$ cat config.mk
export PLATFORM = sky130hd
export DESIGN_NAME = ps2_host_tx_flat
export DESIGN_NICKNAME = d
export VERILOG_FILES = /design/src/rtl/ps2_host_tx_if.sv /design/src/rtl/ps2_host_tx.sv /design/src/flat_wrapper.sv
export SDC_FILE = /design/constraint.sdc
export NUM_CORES = 1
export LEC_CHECK = 0
export ABC_CLOCK_PERIOD_IN_PS = 2500
export CAP_MARGIN = 25
export CORE_MARGIN = 2
export CORE_UTILIZATION = 30
export DETAILED_ROUTE_END_ITERATION = 7
export PLACE_DENSITY_LB_ADDON = 0.12
export REMOVE_ABC_BUFFERS = 1
export SYNTH_ARGS = -nofsm -noshare
export SYNTH_HDL_FRONTEND = slang
export SYNTH_SLANG_ARGS = --single-unit
export TNS_END_PERCENT = 5
$ cat constraint.sdc
create_clock -name clk -period 2.5 [get_ports clk]
set_input_delay 0.25 -clock clk [delete_from_list [all_inputs] [get_ports clk]]
set_output_delay 0.25 -clock clk [all_outputs]
set_load 0.05 [all_outputs]
$ cat src/rtl/ps2_host_tx_if.sv
// ps2_host_tx_if
//   Byte-level command handshake between a host-side client and the
//   PS/2 host transmitter.
//   tx_data  : command byte, taken when tx_valid and tx_ready are both high
//   tx_valid : client requests a send
//   tx_ready : transmitter idle and able to take a byte
//   busy     : transmitter owns the bus (any state but idle)
//   tx_done  : one-cycle pulse, device acknowledged the byte
//   tx_error : one-cycle pulse, no acknowledge or transfer timed out
interface ps2_host_tx_if;
    logic [7:0] tx_data;
    logic       tx_valid;
    logic       tx_ready;
    logic       busy;
    logic       tx_done;
    logic       tx_error;

    modport master (
        output tx_data, tx_valid,
        input  tx_ready, busy, tx_done, tx_error
    );

    modport slave (
        input  tx_data, tx_valid,
        output tx_ready, busy, tx_done, tx_error
    );
endinterface

$ cat src/rtl/ps2_host_tx.sv
// ps2_host_tx
//   Host-to-device PS/2 command transmitter. Inhibits the clock, drives
//   the start bit, then shifts data/parity/stop on device clock falling
//   edges and reports the device acknowledge.
//   clk         : system clock
//   reset       : asynchronous active-high reset
//   ps2_clk     : raw PS/2 clock pin level
//   ps2_data    : raw PS/2 data pin level
//   ps2_clk_oe  : 1 pulls the PS/2 clock pin low (open drain)
//   ps2_data_oe : 1 pulls the PS/2 data pin low (open drain)
//   tx_if       : command handshake (slave side)
//
//   state     | meaning
//   IDLE      | lines released, ready for a byte
//   INHIBIT   | clock held low for inhibit_cycles
//   START     | clock released, start bit (data low) driven
//   DATA      | data bits, LSB first, one per falling edge
//   PARITY    | odd parity bit
//   STOP      | data released (stop bit); ack sampled on next edge
//   ACK       | report done/error from the sampled ack bit
//   WAIT_IDLE | wait for clock and data both high
module ps2_host_tx #(
    parameter int clk_freq       = 50_000_000,
    parameter int inhibit_cycles = 5000,
    parameter int timeout_cycles = 100_000
) (
    input  logic clk,
    input  logic reset,
    input  logic ps2_clk,
    input  logic ps2_data,
    output logic ps2_clk_oe,
    output logic ps2_data_oe,
    ps2_host_tx_if.slave tx_if
);

    if (clk_freq <= 0) begin : g_bad_clk_freq
        $error("ps2_host_tx: clk_freq must be positive");
    end

    localparam int INH_W = $clog2(inhibit_cycles);
    localparam int TMO_W = $clog2(timeout_cycles + 1);
    localparam logic [INH_W-1:0] INH_LOAD = INH_W'(inhibit_cycles - 1);
    localparam logic [TMO_W-1:0] TMO_LOAD = TMO_W'(timeout_cycles);

    typedef enum logic [2:0] {
        S_IDLE, S_INHIBIT, S_START, S_DATA, S_PARITY, S_STOP, S_ACK, S_WAIT_IDLE
    } state_t;

    state_t           state_q, state_d;
    logic [7:0]       byte_q, byte_d;
    logic             par_q, par_d;
    logic [2:0]       idx_q, idx_d;
    logic [INH_W-1:0] inh_q, inh_d;
    logic [TMO_W-1:0] tmo_q, tmo_d;
    logic             ack_q, ack_d;

    logic clk_s1_q, clk_s2_q, clk_prev_q;
    logic data_s1_q, data_s2_q;
    logic fe;

    logic clk_oe, data_oe, ready, done, err;

    always_ff @(posedge clk or posedge reset) begin
        if (reset) begin
            state_q    <= S_IDLE;
            byte_q     <= '0;
            par_q      <= 1'b0;
            idx_q      <= '0;
            inh_q      <= '0;
            tmo_q      <= '0;
            ack_q      <= 1'b0;
            clk_s1_q   <= 1'b0;
            clk_s2_q   <= 1'b0;
            clk_prev_q <= 1'b0;
            data_s1_q  <= 1'b0;
            data_s2_q  <= 1'b0;
        end else begin
            state_q    <= state_d;
            byte_q     <= byte_d;
            par_q      <= par_d;
            idx_q      <= idx_d;
            inh_q      <= inh_d;
            tmo_q      <= tmo_d;
            ack_q      <= ack_d;
            clk_s1_q   <= ps2_clk;
            clk_s2_q   <= clk_s1_q;
            clk_prev_q <= clk_s2_q;
            data_s1_q  <= ps2_data;
            data_s2_q  <= data_s1_q;
        end
    end

    assign fe = clk_prev_q & ~clk_s2_q;

    always_comb begin
        state_d = state_q;
        byte_d  = byte_q;
        par_d   = par_q;
        idx_d   = idx_q;
        inh_d   = inh_q;
        tmo_d   = tmo_q;
        ack_d   = ack_q;
        clk_oe  = 1'b0;
        data_oe = 1'b0;
        ready   = 1'b0;
        done    = 1'b0;
        err     = 1'b0;

        case (state_q)
            S_IDLE: begin
                ready = 1'b1;
                if (tx_if.tx_valid) begin
                    byte_d  = tx_if.tx_data;
                    par_d   = ~^tx_if.tx_data;
                    inh_d   = INH_LOAD;
                    state_d = S_INHIBIT;
                end
            end
            S_INHIBIT: begin
                clk_oe = 1'b1;
                if (inh_q == '0) begin
                    tmo_d   = TMO_LOAD;
                    idx_d   = '0;
                    state_d = S_START;
                end else begin
                    inh_d = inh_q - 1'b1;
                end
            end
            S_START: begin
                data_oe = 1'b1;
                if (fe) begin
                    idx_d   = '0;
                    state_d = S_DATA;
                end
            end
            S_DATA: begin
                data_oe = ~byte_q[idx_q];
                if (fe) begin
                    if (idx_q == 3'd7) state_d = S_PARITY;
                    else               idx_d   = idx_q + 1'b1;
                end
            end
            S_PARITY: begin
                data_oe = ~par_q;
                if (fe) state_d = S_STOP;
            end
            S_STOP: begin
                // The device pulls data low before its last falling edge;
                // capture the line on that edge and report it next cycle.
                if (fe) begin
                    ack_d   = data_s2_q;
                    state_d = S_ACK;
                end
            end
            S_ACK: begin
                done    = ~ack_q;
                err     = ack_q;
                state_d = S_WAIT_IDLE;
            end
            S_WAIT_IDLE: begin
                if (clk_s2_q && data_s2_q) state_d = S_IDLE;
            end
            default: state_d = S_IDLE;
        endcase

        // Timeout overrides any transfer-phase decision, including ACK.
        if (state_q inside {S_START, S_DATA, S_PARITY, S_STOP, S_ACK}) begin
            if (tmo_q == '0) begin
                clk_oe  = 1'b0;
                data_oe = 1'b0;
                done    = 1'b0;
                err     = 1'b1;
                state_d = S_WAIT_IDLE;
            end else begin
                tmo_d = tmo_q - 1'b1;
            end
        end
    end

    assign ps2_clk_oe     = clk_oe;
    assign ps2_data_oe    = data_oe;
    assign tx_if.tx_ready = ready;
    assign tx_if.busy     = (state_q != S_IDLE);
    assign tx_if.tx_done  = done;
    assign tx_if.tx_error = err;

endmodule

$ cat src/flat_wrapper.sv
// flat-port wrapper written by rule: the top's interface ports become plain ports
module ps2_host_tx_flat 
#(
    parameter int clk_freq       = 50_000_000,
    parameter int inhibit_cycles = 5000,
    parameter int timeout_cycles = 100_000
)
  (clk, reset, ps2_clk, ps2_data, ps2_clk_oe, ps2_data_oe, tx_if_tx_data, tx_if_tx_valid, tx_if_tx_ready, tx_if_busy, tx_if_tx_done, tx_if_tx_error);
  ps2_host_tx_if tx_if_i ();
  input  logic clk;
  input  logic reset;
  input  logic ps2_clk;
  input  logic ps2_data;
  output logic ps2_clk_oe;
  output logic ps2_data_oe;
  input wire logic [$bits(tx_if_i.tx_data)-1:0] tx_if_tx_data;
  input wire logic [$bits(tx_if_i.tx_valid)-1:0] tx_if_tx_valid;
  output wire logic [$bits(tx_if_i.tx_ready)-1:0] tx_if_tx_ready;
  output wire logic [$bits(tx_if_i.busy)-1:0] tx_if_busy;
  output wire logic [$bits(tx_if_i.tx_done)-1:0] tx_if_tx_done;
  output wire logic [$bits(tx_if_i.tx_error)-1:0] tx_if_tx_error;
  assign tx_if_i.tx_data = tx_if_tx_data;
  assign tx_if_i.tx_valid = tx_if_tx_valid;
  assign tx_if_tx_ready = tx_if_i.tx_ready;
  assign tx_if_busy = tx_if_i.busy;
  assign tx_if_tx_done = tx_if_i.tx_done;
  assign tx_if_tx_error = tx_if_i.tx_error;
  ps2_host_tx #(.clk_freq(clk_freq), .inhibit_cycles(inhibit_cycles), .timeout_cycles(timeout_cycles)) u_core (.clk(clk), .reset(reset), .ps2_clk(ps2_clk), .ps2_data(ps2_data), .ps2_clk_oe(ps2_clk_oe), .ps2_data_oe(ps2_data_oe), .tx_if(tx_if_i));
endmodule
Word level (Yosys, flattened, before mapping)
Cells that the tools add are included.
{"block": "op_classes", "add_sub_neg": 3, "order_cmp": 1, "eq_ne": 14, "n_mux": 38, "bitwise": 5, "n_reduce_logical": 13}
{"op": "17-bit 2-to-1 mux", "n": 4}
{"op": "3-bit 2-to-1 mux", "n": 14}
{"op": "13-bit 2-to-1 mux", "n": 2}
{"op": "13-bit one-hot mux with 2 select lines", "n": 1}
{"op": "3-bit one-hot mux with 8 select lines", "n": 1}
{"op": "17-bit logical NOT", "n": 1}
{"op": "17-bit by 1-bit subtractor with 17-bit output, second input constant", "n": 1}
{"op": "3-bit == test, second input constant", "n": 5}
{"op": "13-bit logical NOT", "n": 1}
{"op": "1-bit 2-to-1 mux", "n": 13}
{"op": "13-bit by 1-bit subtractor with 13-bit output, second input constant", "n": 1}
{"op": "3-bit one-hot mux with 3 select lines", "n": 1}
{"op": "8-bit XNOR reduction", "n": 1}
{"op": "3-bit by 2-bit == test with 1-bit output, second input constant", "n": 2}
{"op": "2-bit by 1-bit != test with 1-bit output, second input constant", "n": 3}
{"op": "2-bit != test, second input constant", "n": 3}
{"op": "3-bit nonzero test", "n": 2}
{"op": "5-bit AND reduction", "n": 1}
{"op": "5-bit nonzero test", "n": 1}
{"op": "3-bit by 4-bit < comparator with 1-bit output, second input constant", "n": 1}
{"op": "1-bit NOT", "n": 4}
{"op": "2-bit AND reduction", "n": 2}
{"op": "3-bit by 1-bit adder with 3-bit output, second input constant", "n": 1}
{"op": "1-bit binary-select mux with 3-bit select", "n": 1}
{"op": "7 further kinds", "n": 7}
{"block": "totals", "ff_bits": 51, "in_bits": 13, "out_inout_bits": 6, "elab_cells": 86}

Depth between registers and ports, before layout
{"block": "logic_depth", "word_depth": 6, "depth_mapped": 8, "ltp_nobuf": 7}

Least setup slack after synthesis
Ideal clock, no wire load.
{"block": "synth_timing", "kind": "register to output", "start": "reg u_core.tmo_q[0]", "end": "out tx_if_tx_done", "t_arrival_ns": 2.676, "required_time_ns": 2.250, "path_slack_ns": -0.426, "stages_incl_launch_ff": 8, "path_buffers": 1, "path_cell_list": "dfrtp_1 -> inv_1 -> ha_1 -> nor2b_1 -> and2_1 -> and2_1 -> buf_4 -> nor4_1"}
{"block": "synth_between", "elab_chain_cells": 3}
{"element": "from (decl)", "line": "ps2_host_tx.sv:54", "source": "logic [TMO_W-1:0] tmo_q, tmo_d;"}
{"element": "from (signal assigned)", "line": "ps2_host_tx.sv:83", "source": "tmo_q <= tmo_d;"}
{"element": "17-bit logical NOT", "line": "ps2_host_tx.sv:168", "source": "if (tmo_q == '0) begin"}
{"element": "1-bit 2-to-1 mux", "line": "ps2_host_tx.sv:168"}
{"element": "1-bit 2-to-1 mux", "line": "ps2_host_tx.sv:167", "source": "if (state_q inside {S_START, S_DATA, S_PARITY, S_STOP, S_ACK}) begin"}
{"element": "to (decl)", "line": "flat_wrapper.sv:20", "source": "output wire logic [$bits(tx_if_i.tx_done)-1:0] tx_if_tx_done;"}
Every way passes these cells.

Worst setup path after layout
{"block": "layout_timing", "start": "reg u_core.tmo_q[5]", "end": "out tx_if_tx_error"}
{"block": "layout_between", "elab_chain_cells": 3}
{"element": "17-bit logical NOT", "line": "ps2_host_tx.sv:168"}
{"element": "1-bit 2-to-1 mux", "line": "ps2_host_tx.sv:168"}
{"element": "1-bit 2-to-1 mux", "line": "ps2_host_tx.sv:167"}
{"element": "to (decl)", "line": "flat_wrapper.sv:21", "source": "output wire logic [$bits(tx_if_i.tx_error)-1:0] tx_if_tx_error;"}
Every way passes these cells.

==> flow_summary_export.csv <==
group,metric,value,unit
status,status,"complete, no violations",
finish,fillCellCount,892,
clock_network,clk_path_buf_depth,2,
yosys,synth_cell_types,54,
finish,register_area,1280,µm²
finish,areaGrowthSynthToFinish,17.1,%
yosys,ys_warn_count,0,
floorplanning,core-area,8760,µm²
critical_path,reg2reg_depth,5,
grt,grt_pass1_wl,10200,µm
critical_path,rrSetupSlack,0.38,ns
power,leakage,1.40,nW
clock_network,clk_latency,0.31,ns
critical_path,crit_required,2.25,ns
floorplanning,die-height,99.3,µm
clock_network,cts_buffers,5,
floorplanning,rows,34,
placed_design,routabilityCongestion,0.759,
clock_network,cts_sinks,51,
critical_path,path_class,"register to output port",
yosys,synth-simple-area-share,27.1,%
yosys,async_flop_share,100,%
yosys,synth-xor-area-share,4.83,%
clock_network,clk_pin_slew,0.10,ns
drt,vias,2050,
sta,hold_ws,0.171,ns
critical_path,r2r-start,"u_core.inh_q[3]$_DFFE_PP0P_",
critical_path,crit_path_top_delay_cell,"or4_4",
finish,drive_gt1_share,12.0,%
critical_path,crit_start,"u_core.tmo_q[5]$_DFF_PP0_",
sta,worst_slew_pin_slew,0.618,ns
critical_path,critPathMaxStageDelay,0.56,ns
critical_path,r2r_end,"u_core.tmo_q[11]$_DFF_PP0_",
power,combinationalPowerShare,4.4,%
sta,max_freq,0.418,GHz
power,net-switching-power,0.000315,W
yosys,yosysSeqAreaShare,46.9,%
yosys,synth_top_family_by_area,"simple AND/OR/NAND/NOR gates",
clock_network,root_buffer,"clkbuf_8",
placed_design,pre_cts_ws,0.320,ns
drt,post_drt_via_cell_ratio,4.92,
sta,rsz0062_at_grt,"false",
drt,ant_nets,0,
critical_path,crit_fanout,6,
drt,routed_wl,5980,µm
yosys,synth_area,2720,µm²
power,ir_worst_vdd,0.224,mV
yosys,synth_compound_area_share,9.88,%
power,p_sw_share,21.0,%
grt,grt_max_degree,43,
job,drv_cap,0,
sta,setup_viol,0,
yosys,ys_ff_latch,51,
yosys,synth_enable_flop_cells,0,
yosys,syn_avg_cell_area,9.59,µm²
critical_path,crit_chain,"or4_4 > and4bb_1 > nand2_2 > o32ai_2 > buf_12",
yosys,netlist.area_leader.share,46.9,%
clock_network,cts-hold-fix-buffers,0,
grt,grt_usage,12.8,%
clock_network,cts_max_level,2,
floorplanning,initial_core_util,31.1,%
sta,fin_crit_sh,95.7,%
sta,relSlewSlack,58.7,%
drt,wl_per_cell,14.3,µm
drt,drc_errors,0,
critical_path,critPathCaptureType,"output port",
hold_path,hp-class,"input port to async pin",
power,clkPwrFrac,40.3,%
power,p_per_area,471,nW/µm²
sta,final.setup.worst_slack,0.107,ns
critical_path,startpoint_type,"register",
placed_design,io_buffers,18,
yosys,synth_top_cell_by_area,"dfrtp_1",
yosys,synthTopCellsByArea,"dfrtp_1 (47%), nand2_1 (7.9%), mux2i_1 (3.7%)",
floorplanning,io_pins,19,
power,power.total,0.00150,W
floorplanning,dieWidth,99.3,µm
placed_design,post-place-cells,409,
placed_design,dp_hpwl,4270,µm
power,intPower,0.00119,W
finish,num_antenna_cells,0,
floorplanning,dieArea,9850,µm²
sta,drv_slew,0,
yosys,synth-main-ff-cell,"dfrtp_1",
finish,multi_input_comb_area,1370,µm²
power,p_seq_share,55.4,%
critical_path,arrival,2.14,ns
sta,min_period,2.39,ns
grt,grt_pass1_vias,2025,
finish,stdcell_count,417,
drt,first_pass_iters,4,
critical_path,endpoint,"tx_if_tx_error",
drt,drt_iter0_markers,121,
sta,timing.final.hold_violations,0,
finish,finalNetCount,326,
clock_network,cts_tree,"yes",
yosys,synthAdderAreaFrac,2.30,%
yosys,synthMuxAreaShare,5.74,%
grt,antenna_found_initial,0,
sta,fin_skew,0.0122,ns
grt,overflow,0,
yosys,syn_inst,284,
==> through the flow <==
stage,area (µm²),utilization [%],TNS (ns)
2_1_floorplan,2680,-,-0.416
3_3_place_gp,3060,34.9,0
3_5_place_dp,3060,34.9,0
4_1_cts,3180,36.3,0
5_1_grt,3190,36.4,0
6_report,3190,36.4,0
==> logic make-up after synthesis <==
| family | count (synthesis) |
|---|---|
| adder cells (fa/ha/maj) | 5 |
| AO/OA/AOI/OAI | 37 |
| buffers and inverters | 21 |
| AND/OR/NAND/NOR | 142 |
| XOR/XNOR | 15 |
| multiplexers | 13 |
| flip-flops | 51 |
==> layout by cell type (no fill, tap or decap), drive strengths merged, types with 2 or more instances in the layout <==
cell type       n
o311ai          3
dfrtp          51
nor2b           4
nor4            9
clkdlybuf4s50  13
mux2i          10
o211ai          4
or2             2
nand4           4
xnor2           9
or4             4
o31ai           5
nor3b           2
buf            12
nand3          11
nand4b          2
ha              5
inv            13
mux4            2
a21oi           4
o41ai           2
clkbuf          6
and3            2
o21ai           8
or3             6
xor2            6
nor2           21
nor3            6
nand2          59
and2            3
nand2b          4
==> worst max-delay path, delay by kind of cell, from the launching register on <==
family	cells	cell delay (ns)
simple gates	3	1.02
flops	1	0.43
compound gates	1	0.20
buf+inv	1	0.18
==> layout make-up <==
| cell class | count | area share [%] |
|---|---|---|
| Clock inverter | 2 | 1.10 |
| Timing Repair Buffer | 25 | 7.69 |
| Inverter | 13 | 1.53 |
| Clock buffer | 6 | 2.59 |
| Sequential cell | 51 | 40.0 |
| Tap cell | 108 | 4.24 |
| Multi-Input combinational cell | 212 | 42.8 |
==> synth_stat cells, types with 3 or more instances <==
| cell type | count |
|---|---|
| clkbuf_1 | 5 |
| nor2_1 | 20 |
| nor4_1 | 9 |
| a21oi_1 | 4 |
| nor3_1 | 4 |
| dfrtp_1 | 51 |
| o211ai_1 | 4 |
| and2_1 | 3 |
| ha_1 | 5 |
| o21ai_0 | 8 |
| nand3_1 | 10 |
| mux2i_1 | 10 |
| nand2_1 | 57 |
| nand2b_1 | 4 |
| xnor2_1 | 9 |
| nand4_1 | 4 |
| o31ai_1 | 5 |
| nor2b_1 | 4 |
| xor2_1 | 6 |
| inv_1 | 13 |
| or3_1 | 6 |
==> per-layer routing <==
layer	GRT usage (%)	wire, µm	share of wire (%)
met5	0	0	0
met2	19.1	2480	41
met3	2.74	196	3.3
met4	2.53	46	0.77
met1	19.2	3260	55
==> repair_timing <==
item                                    4_1_cts  5_1_grt
gates cloned                                  0        0
setup buffers                                 0        0
endpoints found under the setup margin        2        2
gates resized for setup                       1        2
==> flip-flops by register name, indices dropped and copies added, names as in the netlist <==
signal and count:
u_core.ack_q 1, u_core.byte_q 8, u_core.clk_prev_q 1, u_core.clk_s1_q 1, u_core.clk_s2_q 1, u_core.data_s1_q 1
u_core.data_s2_q 1, u_core.idx_q 3, u_core.inh_q 13, u_core.par_q 1, u_core.state_q 3, u_core.tmo_q 17
==> power groups by stage <==
stage	registers [W]	clock network [W]	logic [W]
4_1_cts	0.000831	0.000632	0.0000679
2_1_floorplan	0.000847	0	0.0000330
6_report	0.000831	0.000604	0.0000657
5_1_grt	0.000832	0.000666	0.0000737
3_5_place_dp	0.000847	0	0.0000678
3_3_place_gp	0.000847	0	0.0000678
==> worst min-delay path by stage <==
stage,cells past startpoint,from,end,slack (ns)
after floorplan,0,ps2_clk,u_core.clk_s1_q$_DFF_PP0_,0.28
after global placement,0,u_core.clk_s1_q$_DFF_PP0_,u_core.clk_s2_q$_DFF_PP0_,0.33
after detailed placement,0,u_core.clk_s1_q$_DFF_PP0_,u_core.clk_s2_q$_DFF_PP0_,0.34
after CTS,2,reset,u_core.tmo_q[16]$_DFF_PP0_,0.18
after global routing,2,reset,u_core.tmo_q[12]$_DFF_PP0_,0.18
final,2,reset,u_core.tmo_q[16]$_DFF_PP0_,0.17
(Power assumes the default switching activity.)
